### src/rtl/pmic_smpl_ctrl_if.sv
// ----------------------------------------------------------------------------
// pmic_smpl_ctrl_if
//
// Purpose: the Wishbone (pipelined, classic single-beat) slave bundle of the
// mic sample controller. The signal names keep the bus direction prefix
// as seen from the controller, so the same names appear on both sides.
//
// Signals:
//   i_wb_cyc, i_wb_stb, i_wb_we  bus cycle / strobe / write-enable
//   i_wb_addr                    0 = CTRL register, 1 = DATA register
//   i_wb_data  [31:0]            write data
//   o_wb_ack                     acknowledge, one cycle after each access
//   o_wb_stall                   never stalls
//   o_wb_data  [31:0]            read data, valid with o_wb_ack
//
// Modports: slave (the controller), master (the interconnect / testbench).
// ----------------------------------------------------------------------------
interface pmic_smpl_ctrl_if;
    logic        i_wb_cyc;
    logic        i_wb_stb;
    logic        i_wb_we;
    logic        i_wb_addr;
    logic [31:0] i_wb_data;
    logic        o_wb_ack;
    logic        o_wb_stall;
    logic [31:0] o_wb_data;

    modport slave (
        input  i_wb_cyc, i_wb_stb, i_wb_we, i_wb_addr, i_wb_data,
        output o_wb_ack, o_wb_stall, o_wb_data
    );

    modport master (
        output i_wb_cyc, i_wb_stb, i_wb_we, i_wb_addr, i_wb_data,
        input  o_wb_ack, o_wb_stall, o_wb_data
    );
endinterface

### src/rtl/pmic_smpl_ctrl.sv
// ----------------------------------------------------------------------------
// pmic_smpl_ctrl
//
// Purpose: Wishbone-controlled sequencer for one microphone sample FIFO.
// After enable it throws away the first SETTLE samples (the mic start-up
// transient), then forwards every sample strobe into the FIFO. A FIFO
// overflow halts capture until software resets the FIFO or disables the
// block. The bus sees a control/status register and a pop-on-read data
// register; a level interrupt reports half-full or halted.
//
// Parameters:
//   BW      sample width (1..30)
//   LGFLEN  log2 of the FIFO depth; informational, the fill level comes
//           from i_fifo_status
//   SETTLE  samples discarded after enable (0 = none)
//
// Ports:
//   i_clk, i_rst       clock, synchronous active-high reset
//   wb                 Wishbone slave (see pmic_smpl_ctrl_if)
//   i_smpl_stb/i_smpl  one-cycle sample strobe and sample value
//   o_fifo_rst         FIFO reset pulse (also high the cycle after i_rst)
//   o_fifo_wr/o_fifo_data  FIFO write port, one cycle after the strobe
//   o_fifo_rd          FIFO pop, combinational with the DATA read access
//   i_fifo_empty_n, i_fifo_data  FIFO head (first-word fall-through)
//   i_fifo_status      {fill[13:0], half_full, empty_n}
//   i_fifo_err         FIFO overflow, sticky until FIFO reset
//   o_int              level interrupt
// ----------------------------------------------------------------------------
module pmic_smpl_ctrl #(
    parameter int BW     = 12,
    parameter int LGFLEN = 9,
    parameter int SETTLE = 16
) (
    input  logic             i_clk,
    input  logic             i_rst,
    pmic_smpl_ctrl_if.slave  wb,
    input  logic             i_smpl_stb,
    input  logic [BW-1:0]    i_smpl,
    output logic             o_fifo_rst,
    output logic             o_fifo_wr,
    output logic [BW-1:0]    o_fifo_data,
    output logic             o_fifo_rd,
    input  logic             i_fifo_empty_n,
    input  logic [BW-1:0]    i_fifo_data,
    input  logic [15:0]      i_fifo_status,
    input  logic             i_fifo_err,
    output logic             o_int
);

    typedef enum logic [1:0] {
        ST_IDLE   = 2'b00,
        ST_SETTLE = 2'b01,
        ST_RUN    = 2'b10,
        ST_HALTED = 2'b11
    } state_t;

    localparam logic [15:0] SETTLE_LOAD = 16'(SETTLE);
    // With no settle period a (re)start goes straight to capturing.
    localparam state_t START_STATE = (SETTLE == 0) ? ST_RUN : ST_SETTLE;

    state_t      state, state_d;
    logic [15:0] settle_cnt, settle_cnt_d;
    logic        enable;
    logic        inten;

    logic        bus_access;
    logic        ctrl_wr;
    logic        data_rd;
    logic        fifo_rst_req;
    logic [31:0] ctrl_rd_word;
    logic [31:0] data_rd_word;

    assign bus_access   = wb.i_wb_stb && wb.i_wb_cyc;
    assign ctrl_wr      = bus_access && wb.i_wb_we && !wb.i_wb_addr;
    assign data_rd      = bus_access && !wb.i_wb_we && wb.i_wb_addr;
    assign fifo_rst_req = ctrl_wr && wb.i_wb_data[31];

    assign wb.o_wb_stall = 1'b0;

    // Pop in the access cycle so the FIFO presents the next head one cycle
    // later; a read coinciding with reset must not consume a sample.
    assign o_fifo_rd = data_rd && i_fifo_empty_n && !i_rst;

    assign ctrl_rd_word = {state, i_fifo_err, o_int, inten, enable, 10'd0, i_fifo_status};

    // The sample field reads as zero when the FIFO is empty, so the stale
    // head contents never leak onto the bus.
    always_comb begin
        data_rd_word     = '0;
        data_rd_word[31] = i_fifo_empty_n;
        if (i_fifo_empty_n) begin
            data_rd_word[BW-1:0] = i_fifo_data;
        end
    end

    // Next-state logic. Disable wins over everything; a FIFO reset restarts
    // the settle period, because the freshly reset FIFO must again start
    // with clean samples.
    always_comb begin
        state_d      = state;
        settle_cnt_d = settle_cnt;
        if (!enable) begin
            state_d = ST_IDLE;
        end else if (o_fifo_rst || state == ST_IDLE) begin
            state_d      = START_STATE;
            settle_cnt_d = SETTLE_LOAD;
        end else begin
            case (state)
                ST_SETTLE: begin
                    if (i_smpl_stb) begin
                        settle_cnt_d = settle_cnt - 16'd1;
                        if (settle_cnt == 16'd1) begin
                            state_d = ST_RUN;
                        end
                    end
                end
                ST_RUN: begin
                    if (i_fifo_err) begin
                        state_d = ST_HALTED;
                    end
                end
                default: begin
                end
            endcase
        end
    end

    always_ff @(posedge i_clk) begin
        if (i_rst) begin
            state      <= ST_IDLE;
            settle_cnt <= '0;
        end else begin
            state      <= state_d;
            settle_cnt <= settle_cnt_d;
        end
    end

    // The FIFO reset output comes up high right after i_rst so the FIFO and
    // this controller leave reset together.
    always_ff @(posedge i_clk) begin
        if (i_rst) begin
            enable     <= 1'b0;
            inten      <= 1'b0;
            o_fifo_rst <= 1'b1;
        end else begin
            o_fifo_rst <= fifo_rst_req;
            if (ctrl_wr) begin
                enable <= wb.i_wb_data[26];
                inten  <= wb.i_wb_data[27];
            end
        end
    end

    always_ff @(posedge i_clk) begin
        if (i_rst) begin
            wb.o_wb_ack  <= 1'b0;
            wb.o_wb_data <= '0;
        end else begin
            wb.o_wb_ack <= bus_access;
            if (bus_access && !wb.i_wb_we) begin
                wb.o_wb_data <= wb.i_wb_addr ? data_rd_word : ctrl_rd_word;
            end
        end
    end

    // A write is suppressed when it would land in the FIFO reset cycle, and
    // also right after it, since that sample predates the restarted settle.
    always_ff @(posedge i_clk) begin
        if (i_rst) begin
            o_fifo_wr   <= 1'b0;
            o_fifo_data <= '0;
        end else begin
            o_fifo_wr   <= i_smpl_stb && (state == ST_RUN) && !fifo_rst_req && !o_fifo_rst;
            o_fifo_data <= i_smpl;
        end
    end

    always_ff @(posedge i_clk) begin
        if (i_rst) begin
            o_int <= 1'b0;
        end else begin
            o_int <= inten && enable && (i_fifo_status[1] || state == ST_HALTED);
        end
    end

    // Write-data bits with no register behind them, and the documentation
    // parameter, are collected here so they are visibly intentional.
    logic unused_bits;
    assign unused_bits = &{1'b0, wb.i_wb_data[30:28], wb.i_wb_data[25:0], LGFLEN[0]};

endmodule

### src/flat_wrapper.sv
// flat-port wrapper written by rule: the top's interface ports become plain ports
module pmic_smpl_ctrl_flat 
#(
    parameter int BW     = 12,
    parameter int LGFLEN = 9,
    parameter int SETTLE = 16
)
  (i_clk, i_rst, i_smpl_stb, i_smpl, o_fifo_rst, o_fifo_wr, o_fifo_data, o_fifo_rd, i_fifo_empty_n, i_fifo_data, i_fifo_status, i_fifo_err, o_int, wb_i_wb_cyc, wb_i_wb_stb, wb_i_wb_we, wb_i_wb_addr, wb_i_wb_data, wb_o_wb_ack, wb_o_wb_stall, wb_o_wb_data);
  pmic_smpl_ctrl_if wb_i ();
  input  logic i_clk;
  input  logic i_rst;
  input  logic i_smpl_stb;
  input  logic [BW-1:0] i_smpl;
  output logic o_fifo_rst;
  output logic o_fifo_wr;
  output logic [BW-1:0] o_fifo_data;
  output logic o_fifo_rd;
  input  logic i_fifo_empty_n;
  input  logic [BW-1:0] i_fifo_data;
  input  logic [15:0] i_fifo_status;
  input  logic i_fifo_err;
  output logic o_int;
  input wire logic [$bits(wb_i.i_wb_cyc)-1:0] wb_i_wb_cyc;
  input wire logic [$bits(wb_i.i_wb_stb)-1:0] wb_i_wb_stb;
  input wire logic [$bits(wb_i.i_wb_we)-1:0] wb_i_wb_we;
  input wire logic [$bits(wb_i.i_wb_addr)-1:0] wb_i_wb_addr;
  input wire logic [$bits(wb_i.i_wb_data)-1:0] wb_i_wb_data;
  output wire logic [$bits(wb_i.o_wb_ack)-1:0] wb_o_wb_ack;
  output wire logic [$bits(wb_i.o_wb_stall)-1:0] wb_o_wb_stall;
  output wire logic [$bits(wb_i.o_wb_data)-1:0] wb_o_wb_data;
  assign wb_i.i_wb_cyc = wb_i_wb_cyc;
  assign wb_i.i_wb_stb = wb_i_wb_stb;
  assign wb_i.i_wb_we = wb_i_wb_we;
  assign wb_i.i_wb_addr = wb_i_wb_addr;
  assign wb_i.i_wb_data = wb_i_wb_data;
  assign wb_o_wb_ack = wb_i.o_wb_ack;
  assign wb_o_wb_stall = wb_i.o_wb_stall;
  assign wb_o_wb_data = wb_i.o_wb_data;
  pmic_smpl_ctrl #(.BW(BW), .LGFLEN(LGFLEN), .SETTLE(SETTLE)) u_core (.i_clk(i_clk), .i_rst(i_rst), .wb(wb_i), .i_smpl_stb(i_smpl_stb), .i_smpl(i_smpl), .o_fifo_rst(o_fifo_rst), .o_fifo_wr(o_fifo_wr), .o_fifo_data(o_fifo_data), .o_fifo_rd(o_fifo_rd), .i_fifo_empty_n(i_fifo_empty_n), .i_fifo_data(i_fifo_data), .i_fifo_status(i_fifo_status), .i_fifo_err(i_fifo_err), .o_int(o_int));
endmodule
### config.mk
export PLATFORM = sky130hd
export DESIGN_NAME = pmic_smpl_ctrl_flat
export DESIGN_NICKNAME = d
export VERILOG_FILES = /design/src/rtl/pmic_smpl_ctrl_if.sv /design/src/rtl/pmic_smpl_ctrl.sv /design/src/flat_wrapper.sv
export SDC_FILE = /design/constraint.sdc
export NUM_CORES = 1
export LEC_CHECK = 0
export CORE_UTILIZATION = 42
export CTS_CLUSTER_SIZE = 28
export DETAILED_ROUTE_END_ITERATION = 8
export GPL_ROUTABILITY_DRIVEN = 0
export MAX_ROUTING_LAYER = met4
export PLACE_DENSITY_LB_ADDON = 0.12
export REMOVE_ABC_BUFFERS = 1
export SLEW_MARGIN = 20
export SYNTH_ARGS = -nofsm -noshare
export SYNTH_HDL_FRONTEND = slang
export SYNTH_SLANG_ARGS = --single-unit
### constraint.sdc
create_clock -name i_clk -period 3.5 [get_ports i_clk]
set_input_delay 0.35 -clock i_clk [delete_from_list [all_inputs] [get_ports i_clk]]
set_output_delay 0.35 -clock i_clk [all_outputs]
set_load 0.005 [all_outputs]
After elaboration in Yosys (flattened, before gate mapping). Index checks and enable logic that the tools add are counted.

Register bits: 68. Input port bits: 81. Output and inout bits: 50.

$add $sub $neg: 1. Equality and inequality tests: 10. Multiplexer cells: 10. Bitwise gates (word level): 1. Reductions and logical operators: 30.

Operator list (count): 16-bit two-way mux (3); 32-bit two-way mux (1); 16-bit by 1-bit == test with 1-bit output, second input constant (1); 16-bit by 1-bit subtractor with 16-bit output, second input constant (1); 1-bit logical AND (13); 12-bit two-way mux (1); 4-bit AND reduction (2); 2-bit two-way mux (3); 3-bit by 2-bit inequality test with 1-bit output, second input constant (2); 2-bit nonzero test (3); 1-bit zero test (5); 2-bit == test, second input constant (2); 2-bit inequality test, second input constant (2); 2-bit case mux with 2 select lines (1); 3-bit by 1-bit inequality test with 1-bit output, second input constant (1); 3-bit AND reduction (1); 3-bit nonzero test (1); 3-bit OR reduction (1); 2-bit by 1-bit == test with 1-bit output, second input constant (1); 2-bit zero test (1); 1-bit logical OR (2); 2-bit by 1-bit inequality test with 1-bit output, second input constant (1); 2-bit OR reduction (1); 1-bit two-way mux (1); 1-bit inverter (1).

Logic depth before layout (Yosys ltp). Gate-level depths: netlist (run 1).

Depth after elaboration: 7. Depth in mapped cells: 7. Gate-level depth less buffers: 6.

Least setup slack after synthesis (run 1). Ideal clock, no wire load.

Kind: register to register. Start: register u_core.settle_cnt[6]. End: register u_core.state[0]. Setup time: 125 ps. Data arrival time: 2019 ps. Data required time: 3375 ps. Path slack: 1356 ps. Stages on the path, launching flop included: 6. Buffers on the path: 1. Period minus slack after synthesis: 2144 ps. Cell sequence: dfxtp_1 > or4_4 > or3b_1 > buf_6 > o311a_1 > o41a_1.

Word-level cells in the longest chain between the ends: 3.

RTL lines: start, declared (line pmic_smpl_ctrl.sv:62) `logic [15:0] settle_cnt, settle_cnt_d;`; start signal, assigned (line pmic_smpl_ctrl.sv:134) `settle_cnt <= settle_cnt_d;`; 16-bit by 1-bit == test with 1-bit output (line pmic_smpl_ctrl.sv:112) `if (settle_cnt == 16'd1) begin`; 3-bit by 1-bit inequality test with 1-bit output (no source line); 4-bit AND reduction (no source line); end signal, assigned (line pmic_smpl_ctrl.sv:133) `state <= state_d;`; end, declared (line pmic_smpl_ctrl.sv:61) `state_t state, state_d;`.

No other way between the ends. A chain may end at the register's enable or synchronous reset.

Final worst setup path (run 1).
Start: input port i_rst. End: output port o_fifo_rd.

Word-level cells in the longest chain between the ends: 2.

RTL lines: start, declared (line flat_wrapper.sv:11) `input logic i_rst;`; 1-bit zero test (line pmic_smpl_ctrl.sv:82) `assign o_fifo_rd = data_rd && i_fifo_empty_n && !i_rst;`; 1-bit logical AND (line pmic_smpl_ctrl.sv:82); end, declared (line flat_wrapper.sv:17) `output logic o_fifo_rd;`.

No other way between the ends.

==> results of run 1 <==
[cell families (layout without fill, tap and decap cells)]
kind of cell / Yosys count / in the layout / share of synthesized area [%]
adder cells (fa/ha/maj): 6 / 6 / 3.09
buffers and inverters: 34 / 118 / 7.27
flip-flops: 58 / 58 / 47.9
other: 1 / 11 / 0.155
XOR/XNOR: 6 / 6 / 2.17
AO/OA/AOI/OAI: 49 / 49 / 13.8
AND/OR/NAND/NOR: 112 / 112 / 24.4
multiplexers: 3 / 3 / 1.29
[layout make-up]
cell class | count | area [um2]
inverter | 8 | 30.0
clock buffer | 12 | 155
fill | 485 | 1950
timing repair buffer | 94 | 931
tap | 72 | 90.1
sequential | 58 | 1160
multi-input combinational | 187 | 1130
clock inverter | 4 | 97.6
[power by group]
group	internal [mW]	total, mW	leakage [nW]	switching (mW)
Combinational	0.106	0.177	0.738	0.0705
Clock	0.512	0.776	0.123	0.264
Sequential	0.683	0.695	0.473	0.0126
[per-layer routing]
layer | global-route usage [%] | vias to the layer above | wire (um)
met1 | 24.6 | 1021 | 2670
met3 | 4.82 | 8 | 323
met2 | 33.5 | 83 | 2870
met4 | 11.7 | 0 | 99
li1 | - | 1110 | -
met5 | - | - | 0
[Yosys cell counts, types with 2 or more instances]
cell	count	share of area, %
sky130_fd_sc_hd__nand4_1	4	1.0
sky130_fd_sc_hd__o311a_1	2	0.83
sky130_fd_sc_hd__dfxtp_1	58	48
sky130_fd_sc_hd__nand2b_1	2	0.52
sky130_fd_sc_hd__xor2_1	5	1.8
sky130_fd_sc_hd__a211oi_1	2	0.62
sky130_fd_sc_hd__buf_4	11	3.4
sky130_fd_sc_hd__or3_1	3	0.77
sky130_fd_sc_hd__nand3_1	12	2.5
sky130_fd_sc_hd__or4_1	2	0.62
sky130_fd_sc_hd__a21oi_1	19	3.9
sky130_fd_sc_hd__o21ai_0	6	1.2
sky130_fd_sc_hd__inv_1	8	1.2
sky130_fd_sc_hd__nor2b_1	13	3.4
sky130_fd_sc_hd__mux2i_1	2	0.83
sky130_fd_sc_hd__or3_2	5	1.5
sky130_fd_sc_hd__clkbuf_1	14	2.2
sky130_fd_sc_hd__ha_1	6	3.1
sky130_fd_sc_hd__a221oi_1	12	4.3
sky130_fd_sc_hd__or2_2	2	0.52
sky130_fd_sc_hd__o31ai_1	3	0.93
sky130_fd_sc_hd__nand3b_1	2	0.62
sky130_fd_sc_hd__nor2_1	29	4.5
sky130_fd_sc_hd__nor4_1	3	0.77
sky130_fd_sc_hd__nor3_1	15	3.1
sky130_fd_sc_hd__nand2_1	12	1.9
[registers in the layout, summed over array words and instances (netlist names)]
signal,flops
u_core.wb.o_wb_data,22
u_core.settle_cnt,16
u_core.o_fifo_data,12
u_core.state,2
u_core.enable,1
u_core.inten,1
u_core.o_fifo_rst,1
u_core.o_fifo_wr,1
u_core.o_int,1
u_core.wb.o_wb_ack,1
[worst min-delay path, delay by kind of cell (launching register included)]
family / cells / cell delay [ns]
flip-flops: 1 / 0.31
AO/OA/AOI/OAI: 1 / 0.05
AND/OR/NAND/NOR: 1 / 0.05
[path summary, 6_finish.rpt]
check                               start                       to  slack, ns  depth (start not counted)
setup / recovery                    i_rst                o_fifo_rd       1.16                          3
hold / removal    u_core.wb.o_wb_data[14]  u_core.wb.o_wb_data[14]       0.45                          2
setup reg to reg     u_core.settle_cnt[6]          u_core.state[0]       1.21                          4
hold reg to reg   u_core.wb.o_wb_data[14]  u_core.wb.o_wb_data[14]       0.45                          2
==> impl_results.rst, run 1 <==
.. list-table::
   :header-rows: 1

   * - Metric
     - Value
   * - Outcome
     - finished clean
   * - Count of flip-flops with a built-in enable after synthesis
     - 0
   * - Worst Path Required
     - approximately 3.2 ns
   * - Num CTS Buffers
     - 9
   * - Final-report hold violation count
     - 0
   * - Data arrival time at the worst-slack endpoint
     - approximately 2 ns
   * - Actual slew at the worst max-slew pin
     - around 0.7 ns
   * - Share of the cycle needed by the critical path after routing
     - approximately 67%
   * - Area after detailed placement
     - 0.00334 mm2
   * - Number of setup violations in the final report
     - 0
   * - Fraction of layout cells with a size suffix above 1
     - under 10%
   * - Mean cell area of the mapped netlist
     - between 9 and 10 um2
   * - Total wire length after detailed routing
     - between 5000 and 6000 um
   * - Number of setup buffers added after CTS
     - 0
   * - Ys Warns
     - 0
   * - GRT Util Overall
     - roughly a fifth
   * - Primary FF master, synth
     - sky130_fd_sc_hd__dfxtp_1
   * - RSZ-0062 raised after global routing
     - no
   * - CTS-repair resized insts
     - 0
   * - Initial core utilization
     - ~44%
   * - Via count
     - ~2200
   * - Vias in the first global route
     - 2000
   * - Post-Synthesis Cells
     - around 270
   * - Total power
     - between 1.5 and 2 mW
   * - Floorplan die width
     - between 70 and 80 um
   * - Half-perimeter wire length of the detailed placement result
     - approximately 4200 um
   * - DIE AREA
     - 0.00608 mm2
   * - Core Box Area
     - between 0.005 and 0.006 mm2
   * - Diode count
     - 0
   * - Leading cell type in the layout, fill and taps excluded
     - sky130_fd_sc_hd__clkdlybuf4s50_1
   * - Total placed cells including tap cells
     - 419
   * - Worst clock skew on the final layout
     - 0.00377 ns
   * - Count of final max-slew check failures
     - 0
   * - Path class of the lowest-slack min-delay path
     - reg -> reg
   * - Root Buffer Master
     - sky130_fd_sc_hd__clkbuf_8
   * - Drt via density
     - ~5.1
   * - Critical Path End Type
     - primary output
   * - Netlist Area Pre-Place
     - 0.00243 mm2
   * - Setup TNS Final
     - 0 ns
   * - Number of DRC markers in iteration 0
     - 55
   * - Asr flop ratio synth
     - 0%
   * - Skew-Pair Late Insertion Delay
     - between 0.3 and 0.4 ns
   * - Number of input and output port buffers inserted
     - 90
   * - IR drop worst, VDD
     - about 250 uV
   * - Hold WS
     - approximately 0.45 ns
   * - Final setup margin
     - 1.16 ns
   * - Dominant delay contributor by cell family on the critical path
     - buffers and inverters
   * - Leak Pwr
     - ~1.3 nW
   * - Number of library cell types mapped by synthesis
     - between 40 and 50
   * - Slowest stage cell on the critical path
     - sky130_fd_sc_hd__clkdlybuf4s50_1
   * - Post-synthesis register bit count
     - 58
   * - Critical path cell sequence
     - clkdlybuf4s50_1 > nor4b_1 > clkdlybuf4s50_1
   * - Post-route antenna net violation count
     - 0
   * - Number of search-and-repair iterations in the first detailed-routing pass
     - 5
   * - Clock-pin transition on the worst setup and hold timing paths
     - about 0.060 ns
   * - Power per standard cell area
     - ~460 mW/mm2
   * - Clock buffer depth
     - 2
   * - DR DRC count
     - 0
   * - Kind of start point of the critical path
     - input pin
   * - Final design area excluding fillers
     - approximately 0.0036 mm2
   * - Height of the chip
     - between 70 and 80 um
   * - Worst-path fanout max
     - 10
   * - IO Pins
     - 131
   * - Peak Freq
     - between 0.4 and 0.5 GHz
   * - Fraction of the yosys area taken by sequential cells
     - 47.9%
   * - CTS Sinks
     - 58
   * - Worst-case headroom to the max-slew limit
     - roughly 54%
   * - Wire per inst
     - 13.7 um
   * - Residual overflow from global routing
     - 0
   * - Bufs and invs on worst path
     - 2
   * - Top library cells by usage in the layout, fill and taps aside
     - sky130_fd_sc_hd__clkdlybuf4s50_1 (90), sky130_fd_sc_hd__dfxtp_1 (58), sky130_fd_sc_hd__nor2_1 (29)
   * - Cell Rows
     - 27
   * - DP Worst Slack
     - roughly 1.2 ns
   * - Dominant cell type by count on the critical path
     - sky130_fd_sc_hd__clkdlybuf4s50_1
   * - CTS tree
     - done
   * - Global-route wire length before repair
     - ~9500 um
   * - Critical Path Max Stage Delay
     - approximately 0.67 ns
   * - Max-Cap Viols
     - 0
   * - Antenna violations before repair
     - 0
   * - Number of nets in the final layout
     - 445
   * - Minimum period implied by the final worst setup slack
     - 2.34 ns
   * - Area added between synthesis and finish
     - 48.0%
   * - Number of H-tree branching levels
     - 3
   * - Number of buffers added to fix hold violations after cts
     - 0
   * - Critical path class
     - in -> out
   * - Post-Route Utilization
     - 64.8%
   * - Final Instance Count excl. Fillers
     - around 440
   * - Maximum number of pins on one net before global-route repair
     - 23
Power figures use the tool's default switching activity.
==> inputs of run 2 (changes only) <==
--- a/config.mk
+++ b/config.mk
@@ -5,7 +5,7 @@
 export SDC_FILE = /design/constraint.sdc
 export NUM_CORES = 1
 export LEC_CHECK = 0
-export CORE_UTILIZATION = 42
+export CORE_UTILIZATION = 39
 export CTS_CLUSTER_SIZE = 28
 export DETAILED_ROUTE_END_ITERATION = 8
 export GPL_ROUTABILITY_DRIVEN = 0
==> constraint.sdc (replaced) <==
create_clock -name i_clk -period 2.3 [get_ports i_clk]
set_input_delay 0.23 -clock i_clk [delete_from_list [all_inputs] [get_ports i_clk]]
set_output_delay 0.23 -clock i_clk [all_outputs]
set_load 0.005 [all_outputs]
==> run 2 against run 1 <==
Compared with the run above: combinational power increased by 56%; total power increased by 28%; first-iteration DRC count increased by 58%; via count increased by 0.36%; cell count increased by 1.1%; design area decreased by 1.8%; flip-flop and latch count unchanged; sequential share of layout area increased by 0.58 points; critical endpoint is now u_core.state[0].
==> impl_results.rst, run 2 (synthesized netlist as in run 1, its figures left out) <==
.. list-table::
   :header-rows: 1

   * - Metric
     - Value
   * - Outcome
     - finished clean (unchanged)
   * - Final-report hold violation count
     - 0 (unchanged)
   * - Total placed cells including tap cells
     - 426 (was 419)
   * - Number of search-and-repair iterations in the first detailed-routing pass
     - 4 (was 5)
   * - Reg with most FFs
     - u_core.wb.o_wb_data (unchanged)
   * - Final Instance Count excl. Fillers
     - 440 (was 435)
   * - Largest registers
     - u_core.wb.o_wb_data x22, u_core.settle_cnt x16, u_core.o_fifo_data x12 (unchanged)
   * - Count of final max-slew check failures
     - 0 (unchanged)
   * - Drt via density
     - 5.07 (was 5.11)
   * - IR drop worst, VDD
     - 342 uV (was 252 uV)
   * - Data arrival time at the worst-slack endpoint
     - 2.35 ns (was 1.99 ns)
   * - Launch point of the worst reg-to-reg path
     - u_core.settle_cnt[7] (was u_core.settle_cnt[6])
   * - Area added between synthesis and finish
     - 45.4% (was 48.0%)
   * - Critical path class
     - reg -> reg (was in -> out)
   * - Vias in the first global route
     - 2060 (was 2000)
   * - Setup TNS Final
     - 0 ns (unchanged)
   * - Worst Path Required
     - 2.51 ns (was 3.15 ns)
   * - Number of filler cells placed in the layout
     - 541 (was 485)
   * - Number of H-tree branching levels
     - 3 (unchanged)
   * - Area after detailed placement
     - 0.00337 mm2 (was 0.00334 mm2)
   * - Wire per inst
     - 13.8 um (was 13.7 um)
   * - Max-Cap Viols
     - 0 (unchanged)
   * - Endpoint of the worst-slack reg-to-reg timing path
     - u_core.state[0] (unchanged)
   * - Slowest stage cell on the critical path
     - sky130_fd_sc_hd__or4_4 (was sky130_fd_sc_hd__clkdlybuf4s50_1)
   * - Initial core utilization
     - 40.7% (was 43.8%)
   * - IO Pins
     - 131 (unchanged)
   * - RSZ-0062 raised after global routing
     - no (unchanged)
   * - Worst R2R Path Depth
     - 4 (unchanged)
   * - Clock-pin transition on the worst setup and hold timing paths
     - 0.06 ns (about the same)
   * - Height of the chip
     - 80.9 um (was 78 um)
   * - Top library cells by usage in the layout, fill and taps aside
     - sky130_fd_sc_hd__clkdlybuf4s50_1 (90), sky130_fd_sc_hd__dfxtp_1 (58), sky130_fd_sc_hd__nor2_1 (29) (unchanged)
   * - DP Worst Slack
     - 0.0685 ns (was 1.20 ns)
   * - Total wire length after detailed routing
     - 6090 um (was 5960 um)
   * - Path class of the lowest-slack min-delay path
     - in -> reg (was reg -> reg)
   * - Number of nets in the final layout
     - 449 (was 445)
   * - Flip-flop count of the largest register, all copies and words added
     - 22 (unchanged)
   * - Minimum period implied by the final worst setup slack
     - between 2 and 2.5 ns
   * - Worst Min Path Start
     - i_smpl[8] (was u_core.wb.o_wb_data[14])
   * - Worst Hold End
     - u_core.o_fifo_data[8] (was u_core.wb.o_wb_data[14])
   * - Clock buffer depth
     - 2 (unchanged)
   * - Residual overflow from global routing
     - 0 (unchanged)
   * - Fraction of layout cells with a size suffix above 1
     - 7.95% (was 7.99%)
   * - Setup slack of the most critical reg-to-reg path
     - 0.16 ns (was 1.21 ns)
   * - Antenna violations before repair
     - 0 (unchanged)
   * - Peak Freq
     - 0.467 GHz
   * - Critical Path Max Stage Delay
     - 0.54 ns (was 0.67 ns)
   * - Cell Rows
     - 28 (was 27)
   * - Leak Pwr
     - 1.31 nW (was 1.33 nW)
   * - Global-route wire length before repair
     - 9610 um (was 9480 um)
   * - Num CTS Buffers
     - 9 (unchanged)
   * - Number of input and output port buffers inserted
     - 90 (unchanged)
   * - Maximum number of pins on one net before global-route repair
     - 41 (was 23)
   * - Number of setup violations in the final report
     - 0 (unchanged)
   * - Post-route antenna net violation count
     - 0 (unchanged)
   * - Critical Path End Type
     - flop (was primary output)
   * - Diode count
     - 0 (unchanged)
   * - Kind of start point of the critical path
     - flop (was input pin)
   * - DIE AREA
     - 0.00654 mm2 (was 0.00608 mm2)
   * - Half-perimeter wire length of the detailed placement result
     - 4250 um (was 4170 um)
   * - Final design area excluding fillers
     - 0.00353 mm2 (was 0.00359 mm2)
   * - DR DRC count
     - 0 (unchanged)
   * - Critical path cell sequence
     - or4_4 > or3b_4 > o311a_1 > o41a_1 (was clkdlybuf4s50_1 > nor4b_1 > clkdlybuf4s50_1)
   * - Actual slew at the worst max-slew pin
     - 0.697 ns (was 0.687 ns)
   * - Worst clock skew on the final layout
     - 0.00460 ns (was 0.00377 ns)
   * - Share of the cycle needed by the critical path after routing
     - between 90% and 100%
   * - Root Buffer Master
     - sky130_fd_sc_hd__clkbuf_8 (unchanged)
   * - GRT Util Overall
     - 20.0% (was 21.1%)
   * - Count of cells along the worst hold path
     - 2 (unchanged)
   * - Core Box Area
     - 0.00596 mm2 (was 0.00554 mm2)
   * - CTS tree
     - done (unchanged)
   * - Skew-Pair Late Insertion Delay
     - 0.33 ns (about the same)
   * - CTS Sinks
     - 58 (unchanged)
   * - Number of buffers added to fix hold violations after cts
     - 0 (unchanged)
   * - Leading cell type in the layout, fill and taps excluded
     - sky130_fd_sc_hd__clkdlybuf4s50_1 (unchanged)
   * - Number of DRC markers in iteration 0
     - 87 (was 55)
   * - Power per standard cell area
     - 596 mW/mm2 (was 459 mW/mm2)
   * - Worst-case headroom to the max-slew limit
     - 53.5% (was 54.2%)
   * - Total power
     - 2.10 mW (was 1.65 mW)
   * - Worst-path fanout max
     - 10 (unchanged)
   * - Via count
     - 2230 (was 2222)
   * - Final setup margin
     - 0.158 ns (was 1.16 ns)
   * - Floorplan die width
     - 80.9 um (was 78 um)
==> run 2: layer usage <==
metal	global-route usage, %	wire length (um)	vias to the layer above
li1	-	-	1120
met1	24.2	2720	1039
met2	31.5	3000	61
met3	4.38	270	10
met4	9.29	104	0
met5	-	0	-
==> run 2: layout make-up <==
cell class / count / area [um2] / area share [%]
clock buffer: 14 / 153 / 4.33
inverter: 8 / 30.0 / 0.851
sequential: 58 / 1160 / 32.9
timing repair buffer: 98 / 961 / 27.2
tap: 75 / 93.8 / 2.66
multi-input combinational: 187 / 1130 / 32.0
==> run 2: critical path: cells and delay by family, from the launching register on <==
kind | cells | cell delay (ns)
DFF | 1 | 0.35
and+or+nand+nor | 2 | 1.01
AOI/OAI and AO/OA | 2 | 0.67
==> run 2: worst max path at each step <==
stage                         start              end  slack (ns)  depth (start not counted)
2_1_floorplan  u_core.settle_cnt[6]  u_core.state[0]        0.16                          4
3_3_place_gp   u_core.settle_cnt[7]  u_core.state[0]        0.11                          4
3_5_place_dp   u_core.settle_cnt[7]  u_core.state[0]        0.07                          4
4_1_cts        u_core.settle_cnt[7]  u_core.state[0]        0.06                          4
5_1_grt        u_core.settle_cnt[2]  u_core.state[0]        0.08                          4
6_report       u_core.settle_cnt[7]  u_core.state[0]        0.16                          4
==> run 2: report_power, final <==
part           internal [mW]  leakage (nW)  total, mW  switching, mW
logic                  0.168         0.755      0.276          0.109
registers               1.04         0.473       1.06         0.0190
clock network          0.410        0.0766      0.767          0.357
total                   1.62          1.31       2.10          0.485
==> run 2: timing repair <==
action                     in CTS  in global routing
buffers inserted                0                  0
setup endpoints to repair       0                  1
resized for setup               0                  1
==> run 2: through the flow <==
step	hold slack [ns]	utilization [%]
floorplan	0.299	-
global placement	0.438	56.6
detailed placement	0.446	56.6
CTS	0.438	59.2
global route	0.442	59.2
finish	0.450	59.2
